==> config.mk <==
export PLATFORM = sky130hd
export DESIGN_NAME = miner_dispatch_flat
export DESIGN_NICKNAME = d
export VERILOG_FILES = /design/src/rtl/miner_dispatch_if.sv /design/src/rtl/miner_dispatch.sv /design/src/flat_wrapper.sv
export SDC_FILE = /design/constraint.sdc
export NUM_CORES = 2
export LEC_CHECK = 0
export ABC_AREA = 1
export ABC_CLOCK_PERIOD_IN_PS = 10200
export BUFFER_PORTS_ARGS = -buffer_cell sky130_fd_sc_hd__buf_2
export CAP_MARGIN = 20
export CORE_UTILIZATION = 60
export DETAILED_ROUTE_END_ITERATION = 10
export GPL_TIMING_DRIVEN = 1
export PLACE_DENSITY = 0.74
export SYNTH_ARGS = -nofsm -noshare
export SYNTH_HDL_FRONTEND = slang
export SYNTH_SLANG_ARGS = --single-unit
==> constraint.sdc <==
create_clock -name clk -period 10.2 [get_ports clk]
set_input_delay 2.04 -clock clk [delete_from_list [all_inputs] [get_ports clk]]
set_output_delay 2.04 -clock clk [all_outputs]
set_load 0.005 [all_outputs]
==> src/rtl/miner_dispatch_if.sv <==
// miner_dispatch_if: host and worker-lane bus of the nonce dispatcher
interface miner_dispatch_if #(
  parameter int LANES = 4
);
  logic              start;
  logic              abort;
  logic [31:0]       nonce_start;
  logic [31:0]       nonce_end;
  logic              busy;
  logic              done;
  logic [LANES-1:0]  lane_valid;
  logic [32*LANES-1:0] lane_nonce;
  logic [LANES-1:0]  res_valid;
  logic [LANES-1:0]  res_hit;
  logic              found_valid;
  logic [31:0]       found_nonce;
  logic              found_ready;
  logic              found_overflow;
  logic              err_spurious;
  logic [47:0]       hash_count;
  modport master (
    output start, abort, nonce_start, nonce_end, res_valid, res_hit, found_ready,
    input  busy, done, lane_valid, lane_nonce, found_valid, found_nonce,
           found_overflow, err_spurious, hash_count
  );
  modport slave (
    input  start, abort, nonce_start, nonce_end, res_valid, res_hit, found_ready,
    output busy, done, lane_valid, lane_nonce, found_valid, found_nonce,
           found_overflow, err_spurious, hash_count
  );
endinterface

==> src/rtl/miner_dispatch.sv <==
// miner_dispatch: issues nonce rounds to worker lanes, matches results to nonces, queues winners
module miner_dispatch #(
  parameter int LANES          = 4,
  parameter int ISSUE_INTERVAL = 1000,
  parameter int INFLIGHT       = 8,
  parameter int FOUND_DEPTH    = 4
) (
  input logic clk,
  input logic reset,
  miner_dispatch_if.slave bus
);
  localparam int CW = $clog2(ISSUE_INTERVAL);
  localparam int IW = INFLIGHT > 1 ? $clog2(INFLIGHT) : 1;
  localparam int FW = FOUND_DEPTH > 1 ? $clog2(FOUND_DEPTH) : 1;
  localparam int LW = LANES > 1 ? $clog2(LANES) : 1;
  localparam int PW = $clog2(LANES + 1);
  localparam logic [CW-1:0] CNT_MAX    = CW'(ISSUE_INTERVAL - 1);
  localparam logic [IW:0]   TAG_FULL   = (IW+1)'(INFLIGHT);
  localparam logic [FW:0]   FOUND_FULL = (FW+1)'(FOUND_DEPTH);

  typedef enum logic [1:0] {IDLE, RUN, DRAIN} state_t;

  state_t              state_q;
  logic [32:0]         next_q;
  logic [32:0]         end_q;
  logic [CW-1:0]       cnt_q;
  logic [LANES-1:0]    lane_valid_q;
  logic [32*LANES-1:0] lane_nonce_q;
  logic [31:0]         tag_mem_q [LANES][INFLIGHT];
  logic [IW-1:0]       tag_wr_q [LANES];
  logic [IW-1:0]       tag_rd_q [LANES];
  logic [IW:0]         tag_cnt_q [LANES];
  logic [LANES-1:0]    hold_v_q;
  logic [31:0]         hold_n_q [LANES];
  logic [31:0]         found_mem_q [FOUND_DEPTH];
  logic [FW-1:0]       found_wr_q;
  logic [FW-1:0]       found_rd_q;
  logic [FW:0]         found_cnt_q;
  logic                found_overflow_q;
  logic                err_spurious_q;
  logic                done_q;
  logic [47:0]         hash_q;

  logic             start_acc;
  logic             round_try;
  logic             last_round;
  logic             stall;
  logic             issue;
  logic             tags_empty;
  logic             fpop;
  logic             xfer;
  logic             hit_drop;
  logic [32:0]      base;
  logic [32:0]      lim;
  logic [LANES-1:0] want;
  logic [LANES-1:0] push;
  logic [LANES-1:0] pop;
  logic [LANES-1:0] spur;
  logic [LANES-1:0] hit_load;
  logic [LW-1:0]    xfer_idx;
  logic [31:0]      xfer_n;
  logic [PW-1:0]    n_pop;
  logic [48:0]      hash_d;

  function automatic logic [IW-1:0] tag_inc(input logic [IW-1:0] p);
    return p == IW'(INFLIGHT - 1) ? '0 : p + IW'(1);
  endfunction

  function automatic logic [FW-1:0] found_inc(input logic [FW-1:0] p);
    return p == FW'(FOUND_DEPTH - 1) ? '0 : p + FW'(1);
  endfunction

  // Round issue decision, result matching and hold-to-FIFO arbitration; start issues its first round immediately
  always_comb begin
    start_acc  = state_q == IDLE && bus.start;
    base       = start_acc ? {1'b0, bus.nonce_start} : next_q;
    lim        = start_acc ? {1'b0, bus.nonce_end} : end_q;
    round_try  = start_acc ? bus.nonce_end >= bus.nonce_start
                           : state_q == RUN && cnt_q == '0 && !bus.abort;
    last_round = base + 33'(LANES) > lim;
    stall      = 1'b0;
    tags_empty = 1'b1;
    n_pop      = '0;
    xfer_idx   = '0;
    for (int l = 0; l < LANES; l++) begin
      pop[l]      = bus.res_valid[l] && tag_cnt_q[l] != '0;
      spur[l]     = bus.res_valid[l] && tag_cnt_q[l] == '0;
      want[l]     = round_try && base + 33'(l) <= lim;
      hit_load[l] = pop[l] && bus.res_hit[l] && !hold_v_q[l];
      stall       = stall || (want[l] && tag_cnt_q[l] == TAG_FULL && !pop[l]);
      tags_empty  = tags_empty && tag_cnt_q[l] == '0;
      n_pop       = n_pop + PW'(pop[l]);
    end
    for (int l = LANES - 1; l >= 0; l--)
      xfer_idx = hold_v_q[l] ? LW'(l) : xfer_idx;
    issue    = round_try && !stall;
    push     = issue ? want : '0;
    hit_drop = |(pop & bus.res_hit & hold_v_q);
    fpop     = found_cnt_q != '0 && bus.found_ready;
    xfer     = hold_v_q != '0 && (found_cnt_q != FOUND_FULL || fpop);
    xfer_n   = hold_n_q[xfer_idx];
    hash_d   = {1'b0, hash_q} + 49'(n_pop);
  end

  // Control FSM, issue counter, FIFO pointers, hold registers and status flags
  always_ff @(posedge clk) begin
    if (!reset) begin
      state_q          <= IDLE;
      next_q           <= '0;
      end_q            <= '0;
      cnt_q            <= '0;
      lane_valid_q     <= '0;
      lane_nonce_q     <= '0;
      hold_v_q         <= '0;
      found_wr_q       <= '0;
      found_rd_q       <= '0;
      found_cnt_q      <= '0;
      found_overflow_q <= 1'b0;
      err_spurious_q   <= 1'b0;
      done_q           <= 1'b0;
      hash_q           <= '0;
      for (int l = 0; l < LANES; l++) begin
        tag_wr_q[l]  <= '0;
        tag_rd_q[l]  <= '0;
        tag_cnt_q[l] <= '0;
        hold_n_q[l]  <= '0;
      end
    end else begin
      done_q       <= 1'b0;
      lane_valid_q <= push;
      if (start_acc) begin
        next_q <= base;
        end_q  <= lim;
        cnt_q  <= '0;
      end
      if (issue) begin
        next_q <= base + 33'(LANES);
        cnt_q  <= CW'(1);
      end else if (state_q == RUN && cnt_q != '0) begin
        cnt_q <= cnt_q == CNT_MAX ? '0 : cnt_q + CW'(1);
      end
      case (state_q)
        IDLE:    if (bus.start) state_q <= (!round_try || (issue && last_round)) ? DRAIN : RUN;
        RUN:     if (bus.abort || (issue && last_round)) state_q <= DRAIN;
        DRAIN:   if (tags_empty && hold_v_q == '0) begin
                   state_q <= IDLE;
                   done_q  <= 1'b1;
                 end
        default: state_q <= IDLE;
      endcase
      for (int l = 0; l < LANES; l++) begin
        if (push[l]) begin
          lane_nonce_q[32*l +: 32] <= base[31:0] + 32'(l);
          tag_wr_q[l]              <= tag_inc(tag_wr_q[l]);
        end
        if (pop[l]) tag_rd_q[l] <= tag_inc(tag_rd_q[l]);
        tag_cnt_q[l] <= tag_cnt_q[l] + (IW+1)'(push[l]) - (IW+1)'(pop[l]);
        if (hit_load[l]) hold_n_q[l] <= tag_mem_q[l][tag_rd_q[l]];
        hold_v_q[l] <= hit_load[l] || (hold_v_q[l] && !(xfer && xfer_idx == LW'(l)));
      end
      if (xfer) found_wr_q <= found_inc(found_wr_q);
      if (fpop) found_rd_q <= found_inc(found_rd_q);
      found_cnt_q      <= found_cnt_q + (FW+1)'(xfer) - (FW+1)'(fpop);
      found_overflow_q <= !start_acc && (found_overflow_q || hit_drop);
      err_spurious_q   <= !start_acc && (err_spurious_q || spur != '0);
      hash_q           <= start_acc ? '0 : hash_d[48] ? '1 : hash_d[47:0];
    end
  end

  // Tag and found-nonce storage; contents are qualified by the counters so need no reset
  always_ff @(posedge clk) begin
    for (int l = 0; l < LANES; l++)
      if (push[l]) tag_mem_q[l][tag_wr_q[l]] <= base[31:0] + 32'(l);
    if (xfer) found_mem_q[found_wr_q] <= xfer_n;
  end

  assign bus.busy           = state_q != IDLE;
  assign bus.done           = done_q;
  assign bus.lane_valid     = lane_valid_q;
  assign bus.lane_nonce     = lane_nonce_q;
  assign bus.found_valid    = found_cnt_q != '0;
  assign bus.found_nonce    = found_cnt_q != '0 ? found_mem_q[found_rd_q] : '0;
  assign bus.found_overflow = found_overflow_q;
  assign bus.err_spurious   = err_spurious_q;
  assign bus.hash_count     = hash_q;
endmodule

==> src/flat_wrapper.sv <==
// flat-port wrapper written by rule: the top's interface ports become plain ports
module miner_dispatch_flat 
#(
  parameter int LANES          = 4,
  parameter int ISSUE_INTERVAL = 1000,
  parameter int INFLIGHT       = 8,
  parameter int FOUND_DEPTH    = 4
)
  (clk, reset, bus_start, bus_abort, bus_nonce_start, bus_nonce_end, bus_res_valid, bus_res_hit, bus_found_ready, bus_busy, bus_done, bus_lane_valid, bus_lane_nonce, bus_found_valid, bus_found_nonce, bus_found_overflow, bus_err_spurious, bus_hash_count);
  miner_dispatch_if #(.LANES(LANES)) bus_i ();
  input logic clk;
  input logic reset;
  input wire logic [$bits(bus_i.start)-1:0] bus_start;
  input wire logic [$bits(bus_i.abort)-1:0] bus_abort;
  input wire logic [$bits(bus_i.nonce_start)-1:0] bus_nonce_start;
  input wire logic [$bits(bus_i.nonce_end)-1:0] bus_nonce_end;
  input wire logic [$bits(bus_i.res_valid)-1:0] bus_res_valid;
  input wire logic [$bits(bus_i.res_hit)-1:0] bus_res_hit;
  input wire logic [$bits(bus_i.found_ready)-1:0] bus_found_ready;
  output wire logic [$bits(bus_i.busy)-1:0] bus_busy;
  output wire logic [$bits(bus_i.done)-1:0] bus_done;
  output wire logic [$bits(bus_i.lane_valid)-1:0] bus_lane_valid;
  output wire logic [$bits(bus_i.lane_nonce)-1:0] bus_lane_nonce;
  output wire logic [$bits(bus_i.found_valid)-1:0] bus_found_valid;
  output wire logic [$bits(bus_i.found_nonce)-1:0] bus_found_nonce;
  output wire logic [$bits(bus_i.found_overflow)-1:0] bus_found_overflow;
  output wire logic [$bits(bus_i.err_spurious)-1:0] bus_err_spurious;
  output wire logic [$bits(bus_i.hash_count)-1:0] bus_hash_count;
  assign bus_i.start = bus_start;
  assign bus_i.abort = bus_abort;
  assign bus_i.nonce_start = bus_nonce_start;
  assign bus_i.nonce_end = bus_nonce_end;
  assign bus_i.res_valid = bus_res_valid;
  assign bus_i.res_hit = bus_res_hit;
  assign bus_i.found_ready = bus_found_ready;
  assign bus_busy = bus_i.busy;
  assign bus_done = bus_i.done;
  assign bus_lane_valid = bus_i.lane_valid;
  assign bus_lane_nonce = bus_i.lane_nonce;
  assign bus_found_valid = bus_i.found_valid;
  assign bus_found_nonce = bus_i.found_nonce;
  assign bus_found_overflow = bus_i.found_overflow;
  assign bus_err_spurious = bus_i.err_spurious;
  assign bus_hash_count = bus_i.hash_count;
  miner_dispatch #(.LANES(LANES), .ISSUE_INTERVAL(ISSUE_INTERVAL), .INFLIGHT(INFLIGHT), .FOUND_DEPTH(FOUND_DEPTH)) u_core (.clk(clk), .reset(reset), .bus(bus_i));
endmodule
==> impl_metrics.csv <==
group,metric,value,unit
drt,num_vias,53800,
floorplanning,rows,125,
clock_network,cts_tree,"built",
worst_setup_path,required,10.62,ns
outcome,outcome,"finished clean",
clock_network,numCtsBuffers,160,
flow_run,maxCapViolCount,0,
final_layout,drive_above_1_share,12.8,%
timing,max_slew_margin,18.3,%
final_layout,stdcell_area,80400,sq um
timing,hold_violations,0,
timing,finalSetupViolCount,0,
clock_network,clock-root-buffer,"clkbuf_16",
worst_setup_path,r2r_start,"u_core.state_q[1]",
final_layout,fin_nets,7393,
drt,avgRoutedWirePerCell,26.3,um
clock_network,htreeDepth,4,
worst_setup_path,crit_top_cell,"nand2_1",
final_layout,final_core_util,68.8,%
global_routing,grt_start_max_net_pins,104,
worst_setup_path,end_kind,"register",
global_routing,grt_first_pass_wirelength,330,mm
synthesis,syn_nets,7053,
global_routing,grt_pass1_vias,50000,
floorplanning,core,117000,sq um
clock_network,clock-sinks,1594,
final_layout,fill_cells,8552,
placed_design,post-place-ws,0.771,ns
global_routing,overflow,0,
timing,fin_crit_sh,89.5,%
worst_setup_path,critPathArrivalTime,9.55,ns
placed_design,place_area,75100,sq um
placed_design,place_congestion,1.05,
floorplanning,dieHeight,346,um
worst_setup_path,critPathLaunch,"bus_start",
drt,drc,0,
synthesis,synth_area,71000,sq um
floorplanning,ioPinCount,294,
drt,vias_per_cell,6.17,
timing,fin_crit,9.12,ns
timing,tns,0,ns
worst_setup_path,path_class,"primary input to register",
timing,finClkSkew,0.0295,ns
timing,setup_ws,1.08,ns
synthesis,ys_async_sr_fraction,0,%
drt,dr.pass1.iters,9,
synthesis,ys_seq_elements,1594,
drt,drt_iter0_drc,6987,
timing,rsz0062_at_grt,"false",
clock_network,clk_latency,0.79,ns
placed_design,port-buffer-count,293,
synthesis,yosysUniqueCellTypes,62,
synthesis,synth_top_flop_cell,"edfxtp_1",
worst_setup_path,cpPeakStageDelay,0.78,ns
synthesis,avgSynthCellArea,10.6,sq um
global_routing,track_usage,37.8,%
final_layout,multi_input_area,23000,sq um
floorplanning,dieArea,120000,sq um
drt,drt_wl_total,229,mm
floorplanning,die_w,346,um
clock_network,cts_setup_buffers,0,
hold_path,hold_class,"register to register",
global_routing,grt_antenna_before_repair,20,
floorplanning,start_util,60.8,%
worst_setup_path,startpoint_type,"primary input",
power,powerDensity,288,nW/um^2
synthesis,synth_edf_count,1304,
timing,report.final.slew_viol_count,0,
synthesis,yosysSeqAreaShare,63.3,%
synthesis,syn_inst,6718,
clock_network,cts_hold_buf,0,
final_layout,regArea,45000,sq um
timing,worstMarginPinSlew,1.20,ns
hold_path,min_from,"u_core.bus.lane_nonce[77]",
placed_design,dp_hpwl,158,mm
drt,ant_nets,0,
worst_setup_path,path_max_fanout,45,
clock_network,path_clk_slew,0.06,ns
clock_network,cts_buffer_depth,3,
power,ir_worst_vdd,0.000211,V
synthesis,yosysWarnings,0,
clock_network,cts_resized,0,
power,power.leakage,32.4,nW
worst_setup_path,slowest_stage,"a21oi_1",
final_layout,syn2layout_area_growth,13.2,%
timing,fmax,110,MHz
[where the power goes]
part           switching (W)  leakage (nW)  internal [W]
clock network        0.00255          2.58       0.00333
registers           0.000293          14.5       0.00847
logic                0.00632          15.4       0.00220
total                0.00916          32.4        0.0140
[per-stage QoR]
step                hold slack (ns)  std cells  total power, W
floorplan                     0.444       6718          0.0134
global placement              0.455       8412          0.0169
detailed placement            0.460       8417          0.0170
CTS                           0.471       8715          0.0229
global route                  0.488       8718          0.0240
finish                        0.470       8723          0.0232
[final cells by class]
| class | count | area share [%] |
|---|---|---|
| Sequential cell | 1594 | 55.9 |
| Multi-Input combinational cell | 4240 | 28.5 |
| Clock buffer | 207 | 5.41 |
| Timing Repair Buffer | 513 | 4.04 |
| Inverter | 549 | 2.57 |
| Tap cell | 1524 | 2.37 |
| Clock inverter | 91 | 1.13 |
| Antenna cell | 5 | 0.0156 |
[placed cells by master (no fill, tap or decap), types with 8 or more instances in the layout]
| cell | count |
|---|---|
| ha_1 | 251 |
| bufinv_16 | 11 |
| xor2_1 | 127 |
| clkbuf_8 | 13 |
| a21oi_1 | 165 |
| nor3b_1 | 8 |
| clkbuf_16 | 162 |
| nor2_2 | 26 |
| buf_4 | 210 |
| o21a_1 | 10 |
| nor3_2 | 35 |
| o21ai_4 | 14 |
| o21ai_0 | 464 |
| nand3_1 | 278 |
| inv_1 | 527 |
| inv_2 | 13 |
| clkbuf_1 | 32 |
| dfxtp_1 | 289 |
| buf_2 | 292 |
| xnor2_1 | 13 |
| clkinv_1 | 29 |
| o32ai_1 | 256 |
| clkinv_2 | 35 |
| o21ai_2 | 11 |
| nand4_1 | 35 |
| nor4_1 | 23 |
| nand2_2 | 18 |
| mux2i_2 | 16 |
| nor3_1 | 47 |
| o21ai_1 | 20 |
| nor2_4 | 8 |
| nor2_1 | 1161 |
| edfxtp_1 | 1304 |
| a21o_1 | 9 |
| nand2_1 | 1141 |
| mux2i_1 | 15 |
| o2111ai_1 | 32 |
[registers in the layout, indices dropped and copies added (netlist names), 10 cells and up, named ones only]
name and cells:
u_core.tag_rd_q 12, u_core.tag_cnt_q 16, u_core.cnt_q 10, u_core.next_q 33
u_core.tag_wr_q 12, u_core.end_q 33, u_core.hold_n_q 128, u_core.found_mem_q 128
u_core.bus.lane_nonce 128, u_core.tag_mem_q 1024, u_core.bus.hash_count 48
[path summary, 6_finish.rpt]
check / slack, ns / cells after the start / to
max: 1.08 / 30 / u_core.tag_mem_q[0][88]
min: 0.47 / 2 / u_core.bus.lane_nonce[77]
max reg2reg: 2.04 / 30 / u_core.tag_mem_q[0][88]
min reg2reg: 0.47 / 2 / u_core.bus.lane_nonce[77]
[logic make-up after synthesis]
family                   synth area share (%)
multiplexers                            0.437
buffers and inverters                    4.77
AND/OR/NAND/NOR                          16.0
AO/OA/AOI/OAI                            9.08
adder cells (fa/ha/maj)                  4.62
flip-flops                               63.3
XOR/XNOR                                 1.80
[layer usage]
metal | GRT usage [%] | part of all wire [%] | vias to the layer above
met5 | 0 | 0.058 | -
li1 | - | - | 23900
met3 | 8.85 | 12 | 619
met1 | 52.1 | 39 | 25900
met4 | 19.9 | 5.8 | 22
met2 | 55.9 | 43 | 3402
[critical path: cells and delay by family]
kind                     cells  cell delay [ns]
AO/OA/AOI/OAI                2             1.41
XOR/XNOR                     1             0.17
buffers and inverters        5             1.71
adder cells (fa/ha/maj)      1             0.38
AND/OR/NAND/NOR             21             3.70
[synth_stat cells (128+ instances only)]
library cell	number	area [sq um]
ha_1	251	3140
nand2_1	1145	4300
nand3_1	278	1390
inv_1	532	2000
a21oi_1	165	826
o21ai_0	464	2320
nor2_1	1172	4400
clkbuf_1	269	1010
dfxtp_1	290	5810
xor2_1	128	1120
edfxtp_1	1304	39200
o32ai_1	256	2240
Power figures use the tool's default switching activity.
